## src/rtl/uart_pkg.sv

```systemverilog
// Shared definitions for the UART transmit scheduler: default sizing,
// FSM state encoding and ASCII constants used by the message requesters.
package uart_pkg;

  localparam int NREQ_DEFAULT   = 3;
  localparam int MAXLEN_DEFAULT = 8;

  localparam logic [2:0] ST_IDLE  = 3'd0;
  localparam logic [2:0] ST_LOAD  = 3'd1;
  localparam logic [2:0] ST_START = 3'd2;
  localparam logic [2:0] ST_WAIT  = 3'd3;
  localparam logic [2:0] ST_FIN   = 3'd4;

  localparam logic [7:0] CR = 8'h0D;
  localparam logic [7:0] LF = 8'h0A;

endpackage

```

## src/rtl/uart_tx_sched_if.sv

```systemverilog
// Bundle between the requesters / uart_tx on one side and the scheduler on
// the other. The slave side is the scheduler itself.
interface uart_tx_sched_if import uart_pkg::*; #(
  parameter int NREQ   = NREQ_DEFAULT,
  parameter int MAXLEN = MAXLEN_DEFAULT
);

  logic [NREQ-1:0]          req;
  logic [NREQ*8*MAXLEN-1:0] payload;
  logic [NREQ*4-1:0]        len;
  logic [NREQ-1:0]          done;
  logic                     busy;
  logic                     tx_start;
  logic [7:0]               tx_data;
  logic                     tx_busy;
  logic                     tx_done;

  modport master (
    output req, payload, len, tx_busy, tx_done,
    input  done, busy, tx_start, tx_data
  );

  modport slave (
    input  req, payload, len, tx_busy, tx_done,
    output done, busy, tx_start, tx_data
  );

endinterface

```

## src/rtl/uart_tx_sched_rr_arbiter.sv

```systemverilog
// Round-robin pick among pending channels; the search starts one past the
// channel granted last, so every pending channel is reached within NREQ picks.
module rr_arbiter import uart_pkg::*; #(
  parameter int NREQ = NREQ_DEFAULT,
  localparam int IW  = (NREQ > 1) ? $clog2(NREQ) : 1
) (
  input  logic [NREQ-1:0] pending,
  input  logic [IW-1:0]   last_grant,
  output logic            grant_valid,
  output logic [IW-1:0]   grant_idx
);

  // First pending channel found walking forward from last_grant+1.
  always_comb begin
    int idx;
    // NOTE: every output gets a default before the search so no path leaves it unassigned (no latch).
    grant_valid = 1'b0;
    grant_idx   = '0;
    idx         = 0;
    for (int off = 1; off <= NREQ; off++) begin
      idx = (int'(last_grant) + off) % NREQ;
      if (!grant_valid && pending[IW'(idx)]) begin
        grant_valid = 1'b1;
        grant_idx   = IW'(idx);
      end
    end
  end

endmodule

```

## src/rtl/uart_tx_sched.sv

```systemverilog
// Serialises per-channel messages into single bytes for uart_tx. Requests are
// latched as pending flags, granted round-robin, and each granted message is
// copied into a shift register so requesters may change after LOAD.
module uart_tx_sched import uart_pkg::*; #(
  parameter int NREQ   = NREQ_DEFAULT,
  parameter int MAXLEN = MAXLEN_DEFAULT
) (
  input logic            clk,
  input logic            rst,
  uart_tx_sched_if.slave bus
);

  localparam int IW = (NREQ > 1) ? $clog2(NREQ) : 1;
  localparam int CW = $clog2(MAXLEN + 1);
  localparam int PW = 8 * MAXLEN;

  logic [2:0]      state;
  logic [NREQ-1:0] pending;
  logic [NREQ-1:0] load_clr;
  logic [IW-1:0]   last_grant;
  logic [IW-1:0]   ch;
  logic            grant_valid;
  logic [IW-1:0]   grant_idx;
  logic [3:0]      len_sel;
  logic [PW-1:0]   shift;
  logic [CW-1:0]   cnt;
  logic            tx_start_q;
  logic [7:0]      tx_data_q;
  logic [NREQ-1:0] done_q;

  rr_arbiter #(.NREQ(NREQ)) u_arb (
    .pending     (pending),
    .last_grant  (last_grant),
    .grant_valid (grant_valid),
    .grant_idx   (grant_idx)
  );

  // Length of the channel being loaded and the pending bit it retires.
  always_comb begin
    len_sel  = bus.len[int'(ch)*4 +: 4];
    load_clr = '0;
    if (state == ST_LOAD) load_clr[ch] = 1'b1;
  end

  // Pending flags: a request in the LOAD cycle of its own channel survives.
  always_ff @(posedge clk or posedge rst) begin
    if (rst) pending <= '0;
    // NOTE: sequential state uses non-blocking assignment so all flops update from pre-edge values.
    else     pending <= (pending & ~load_clr) | bus.req;
  end

  // Message FSM: grant, load, then one start/wait pair per byte, then done.
  always_ff @(posedge clk or posedge rst) begin
    if (rst) begin
      state      <= ST_IDLE;
      last_grant <= IW'(NREQ - 1);
      ch         <= '0;
      // NOTE: the shift register is plain flops, not a memory, so it is cleared with the rest.
      shift      <= '0;
      cnt        <= '0;
      tx_start_q <= 1'b0;
      tx_data_q  <= '0;
      done_q     <= '0;
    end else begin
      tx_start_q <= 1'b0;
      done_q     <= '0;
      case (state)
        ST_IDLE: begin
          if (grant_valid) begin
            ch         <= grant_idx;
            last_grant <= grant_idx;
            state      <= ST_LOAD;
          end
        end
        ST_LOAD: begin
          shift <= bus.payload[int'(ch)*PW +: PW];
          cnt   <= (int'(len_sel) > MAXLEN) ? CW'(MAXLEN) : CW'(len_sel);
          state <= (len_sel == 4'd0) ? ST_FIN : ST_START;
        end
        ST_START: begin
          if (!bus.tx_busy) begin
            tx_start_q <= 1'b1;
            tx_data_q  <= shift[7:0];
            state      <= ST_WAIT;
          end
        end
        ST_WAIT: begin
          if (bus.tx_done) begin
            shift <= shift >> 8;
            cnt   <= cnt - CW'(1);
            state <= (cnt == CW'(1)) ? ST_FIN : ST_START;
          end
        end
        ST_FIN: begin
          done_q[ch] <= 1'b1;
          state      <= ST_IDLE;
        end
        default: state <= ST_IDLE;
      endcase
    end
  end

  assign bus.busy     = (state != ST_IDLE);
  assign bus.tx_start = tx_start_q;
  assign bus.tx_data  = tx_data_q;
  assign bus.done     = done_q;

endmodule

```

## src/flat_wrapper.sv

```systemverilog
// flat-port wrapper written by rule: the top's interface ports become plain ports
module uart_tx_sched_flat import uart_pkg::*;
#(
  parameter int NREQ   = NREQ_DEFAULT,
  parameter int MAXLEN = MAXLEN_DEFAULT
)
  (clk, rst, bus_req, bus_payload, bus_len, bus_tx_busy, bus_tx_done, bus_done, bus_busy, bus_tx_start, bus_tx_data);
  uart_tx_sched_if #(.NREQ(NREQ), .MAXLEN(MAXLEN)) bus_i ();
  input logic clk;
  input logic rst;
  input wire logic [$bits(bus_i.req)-1:0] bus_req;
  input wire logic [$bits(bus_i.payload)-1:0] bus_payload;
  input wire logic [$bits(bus_i.len)-1:0] bus_len;
  input wire logic [$bits(bus_i.tx_busy)-1:0] bus_tx_busy;
  input wire logic [$bits(bus_i.tx_done)-1:0] bus_tx_done;
  output wire logic [$bits(bus_i.done)-1:0] bus_done;
  output wire logic [$bits(bus_i.busy)-1:0] bus_busy;
  output wire logic [$bits(bus_i.tx_start)-1:0] bus_tx_start;
  output wire logic [$bits(bus_i.tx_data)-1:0] bus_tx_data;
  assign bus_i.req = bus_req;
  assign bus_i.payload = bus_payload;
  assign bus_i.len = bus_len;
  assign bus_i.tx_busy = bus_tx_busy;
  assign bus_i.tx_done = bus_tx_done;
  assign bus_done = bus_i.done;
  assign bus_busy = bus_i.busy;
  assign bus_tx_start = bus_i.tx_start;
  assign bus_tx_data = bus_i.tx_data;
  uart_tx_sched #(.NREQ(NREQ), .MAXLEN(MAXLEN)) u_core (.clk(clk), .rst(rst), .bus(bus_i));
endmodule
```

## config.mk

```make
export PLATFORM = sky130hd
export DESIGN_NAME = uart_tx_sched_flat
export DESIGN_NICKNAME = d
export VERILOG_FILES = /design/src/rtl/uart_pkg.sv /design/src/rtl/uart_tx_sched_if.sv /design/src/rtl/uart_tx_sched_rr_arbiter.sv /design/src/rtl/uart_tx_sched.sv /design/src/flat_wrapper.sv
export SDC_FILE = /design/constraint.sdc
export NUM_CORES = 1
export LEC_CHECK = 0
export ABC_CLOCK_PERIOD_IN_PS = 3950
export BUFFER_PORTS_ARGS = -buffer_cell sky130_fd_sc_hd__buf_2
export CAP_MARGIN = 40
export CORE_MARGIN = 2
export CORE_UTILIZATION = 53
export CTS_CLUSTER_DIAMETER = 30
export DETAILED_ROUTE_END_ITERATION = 10
export PLACE_DENSITY = 0.87
export SLEW_MARGIN = 30
export SYNTH_ARGS = -nofsm -noshare
export SYNTH_HDL_FRONTEND = slang
export SYNTH_SLANG_ARGS = --single-unit
```

## constraint.sdc

```tcl
create_clock -name clk -period 3.95 [get_ports clk]
set_clock_uncertainty 0.1 [all_clocks]
set_input_delay 0.1975 -clock clk [delete_from_list [all_inputs] [get_ports clk]]
set_output_delay 0.1975 -clock clk [all_outputs]
set_load 0.05 [all_outputs]
```

==> results by group <==
Yosys
  – Post-Syn Instances: 619
  – Cell Area, Synth: 5460 sq um
  – Seq/Total Area, Yosys: 0.408
  – Fraction of registers with async set/reset: 1.00
  – Synth warn: 0
  – EDFF count, synth: 0
  – Post-synth net total: 835
  – Cell variety after synth: 48
  – Most common flop cell mapped by yosys: dfrtp_1
  – Area leader, netlist: dfrtp_1
  – Synth top area share: 0.403
  – Avg Inst Size Synth: 8.82 sq um
  – Post-synthesis register bit count: 89
  – Synth area leaders: dfrtp_1, mux2i_1, o21ai_0

Clocking
  – H-Tree Depth: 3
  – Clk slew on worst S/H paths: 90 ps
  – Clock root cell: clkbuf_8
  – Hold buffers post-CTS: 8
  – CTS Buffer Depth: 2
  – CTS Buf Count: 9
  – Later-pin clock latency in the skew report: 350 ps
  – Setup Fix Bufs, Post-CTS: 0
  – Gates resized, CTS repair: 0
  – CTS tree: done
  – Clock sinks: 89

Timing
  – Slew margin rel.: 0.558
  – Final WS setup: 1330 ps
  – Final-report setup violation count: 0
  – RSZ-0062 raised after global routing: false
  – Crit path time final: 2620 ps
  – Fin. max-slew vios: 0
  – Final hold violations: 0
  – Tcrit/Tclk final: 0.662
  – Setup tns final: 0 ps
  – Worst slew pin tran: 663 ps
  – Fmax: 0.382 GHz

Final layout
  – Cell Count, Final, Fillers Out: 957
  – Commonest non-fill, non-tap cell in the layout: buf_2
  – Share of layout cells above drive strength 1: 0.331
  – Most frequent cells in the layout: buf_2, o21ai_0, dfrtp_1
  – Final #Nets: 1032
  – Antenna cells: 0
  – Layout area overhead: 25.9%

Critical path
  – Critical Path RT: 4100 ps
  – Setup crit end kind: register
  – Critical R2R Launch: u_core.ch[0]$_DFFE_PP0P_
  – R2r endpoint: u_core.state[0]$_DFFE_PP0P_
  – Critical path class: reg -> reg
  – Worst EP arrival: 2760 ps
  – Worst-path fanout max: 37
  – Crit. Startpoint: u_core.ch[0]$_DFFE_PP0P_
  – Setup crit start kind: register
  – R2R Setup Slk: 1330 ps
  – Reg2reg path depth: 7

Route
  – Antenna Nets Post-Route: 0
  – First drt pass iteration count: 5
  – WL final: 14.4 mm
  – Via Count: 5219
  – Residual DRC: 0
  – Vias/cell: 5.45
  – First DRT Iteration DRCs: 220
  – Avg WL per Cell: 15.1 um

Job
  – Max-Cap Viols: 0

Floorplan
  – Core Box Area: 10200 sq um
  – Initial core utilization: 0.536
  – Die H: 106 um
  – DIE AREA: 11100 sq um
  – Die width: 106 um
  – FP Rows: 37
  – I/O pin cnt: 224

Place
  – # port buffers: 223
  – GPL Wtd Cong: 0.846
  – DP Wirelength: 10.3 mm
  – Placed cell count: 930
  – Pre-CTS WS: 1350 ps

Status
  – Outcome: finished, final reports clean

Power and ir drop
  – Tot Pwr: 0.00508 W
  – Pwr Density: 738 nW/um^2
  – Worst VDD drop: 0.391 mV
  – Leak: 3.37 nW

Hold path
  – Hold depth: 3
  – Min-delay src: bus_payload[191]
  – Hold Path Class: in -> reg
  – Hold endpoint: u_core.shift[63]$_DFFE_PP0P_

Global routing
  – Initial antenna violation count: 0
  – Global-route wire length before repair: 22.9 mm
  – Vias in the first global route: 4831
  – Total gr overflow: 0
  – Largest net degree at the start of global routing: 130
  – Gr usage total: 0.256
-- kinds of logic after synthesis --
logic type | after synthesis | share of synthesized area
AO/OA/AOI/OAI | 262 | 0.268
adder cells (fa/ha/maj) | 5 | 0.0115
buffers and inverters | 63 | 0.0664
flip-flops | 89 | 0.408
multiplexers | 78 | 0.145
AND/OR/NAND/NOR | 122 | 0.101
-- cell usage after synthesis, types with 2 or more instances --
| library cell | n |
|---|---|
| nand2_1 | 79 |
| o21ai_0 | 132 |
| a2bb2oi_1 | 5 |
| o21ba_2 | 3 |
| mux2i_1 | 70 |
| o21ai_1 | 33 |
| nor2_1 | 13 |
| ha_1 | 5 |
| nand2b_1 | 4 |
| buf_6 | 8 |
| o211ai_1 | 11 |
| dfrtp_1 | 88 |
| mux2_2 | 8 |
| nor3b_1 | 2 |
| inv_1 | 8 |
| nand3_1 | 2 |
| nor2b_1 | 4 |
| nor3_1 | 7 |
| clkbuf_1 | 18 |
| buf_2 | 17 |
| a221o_1 | 4 |
| a21oi_1 | 55 |
| buf_4 | 11 |
| o21bai_1 | 2 |
| o31ai_1 | 3 |
| nor2b_4 | 2 |
| o22a_1 | 4 |
-- where the power goes --
| part | leakage [nW] | switching [W] | internal, W |
|---|---|---|---|
| Combinational | 2.12 | 0.00161 | 0.00114 |
| Sequential | 1.15 | 0.000365 | 0.00128 |
| Clock | 0.104 | 0.000324 | 0.000360 |
| Total | 3.37 | 0.00230 | 0.00278 |
-- worst max-delay path by stage --
stage	to	slack [ps]	cells past startpoint
after floorplan	u_core.bus.done[0]$_DFF_PP0_	1350	1
after global placement	u_core.state[0]$_DFFE_PP0P_	1390	7
final	u_core.state[0]$_DFFE_PP0P_	1330	7
after detailed placement	u_core.state[0]$_DFFE_PP0P_	1350	7
after CTS	u_core.state[0]$_DFFE_PP0P_	1340	7
after global routing	u_core.ch[0]$_DFFE_PP0P_	1230	7
-- flip-flops by register name (all words and copies together) (netlist names) --
register             cells
u_core.pending           3
u_core.cnt               4
u_core.last_grant        1
u_core.bus.tx_start      1
u_core.bus.done          3
u_core.shift            64
u_core.state             3
u_core.bus.tx_data       8
u_core.ch                2
-- cell type report --
cell class / instances / area (sq um)
clock buffer: 10 / 128
tap: 136 / 170
fill: 871 / 3310
inverter: 8 / 32.5
sequential: 89 / 2230
multi-input combinational: 467 / 2890
clock inverter: 6 / 91.3
timing repair buffer: 241 / 1340
-- per-stage QoR --
step | utilization | area (sq um) | hold WS [ps]
after floorplan | - | 5460 | 190
after detailed placement | 0.639 | 6510 | 274
after global routing | 0.675 | 6880 | 103
final | 0.675 | 6880 | 69.7
after CTS | 0.669 | 6810 | 72.1
after global placement | 0.636 | 6470 | 273
-- layer usage --
layer | part of all wire | up-vias | wire length (um) | track usage
met1 | 0.42 | 2402 | 6070 | 0.328
met2 | 0.50 | 181 | 7180 | 0.441
met5 | 0 | - | 0 | 0
li1 | - | 2608 | - | -
met3 | 0.057 | 28 | 816 | 0.0383
met4 | 0.024 | 0 | 349 | 0.0959
-- critical path: stages, from the launching register on --
cell	delay (ps)
dfrtp_4	810
inv_1	190
ha_1	420
nor2b_1	190
o21ai_1	170
o211ai_2	160
o21ba_2	230
o31a_1	220
No activity file was read; power rests on OpenSTA's default activity.
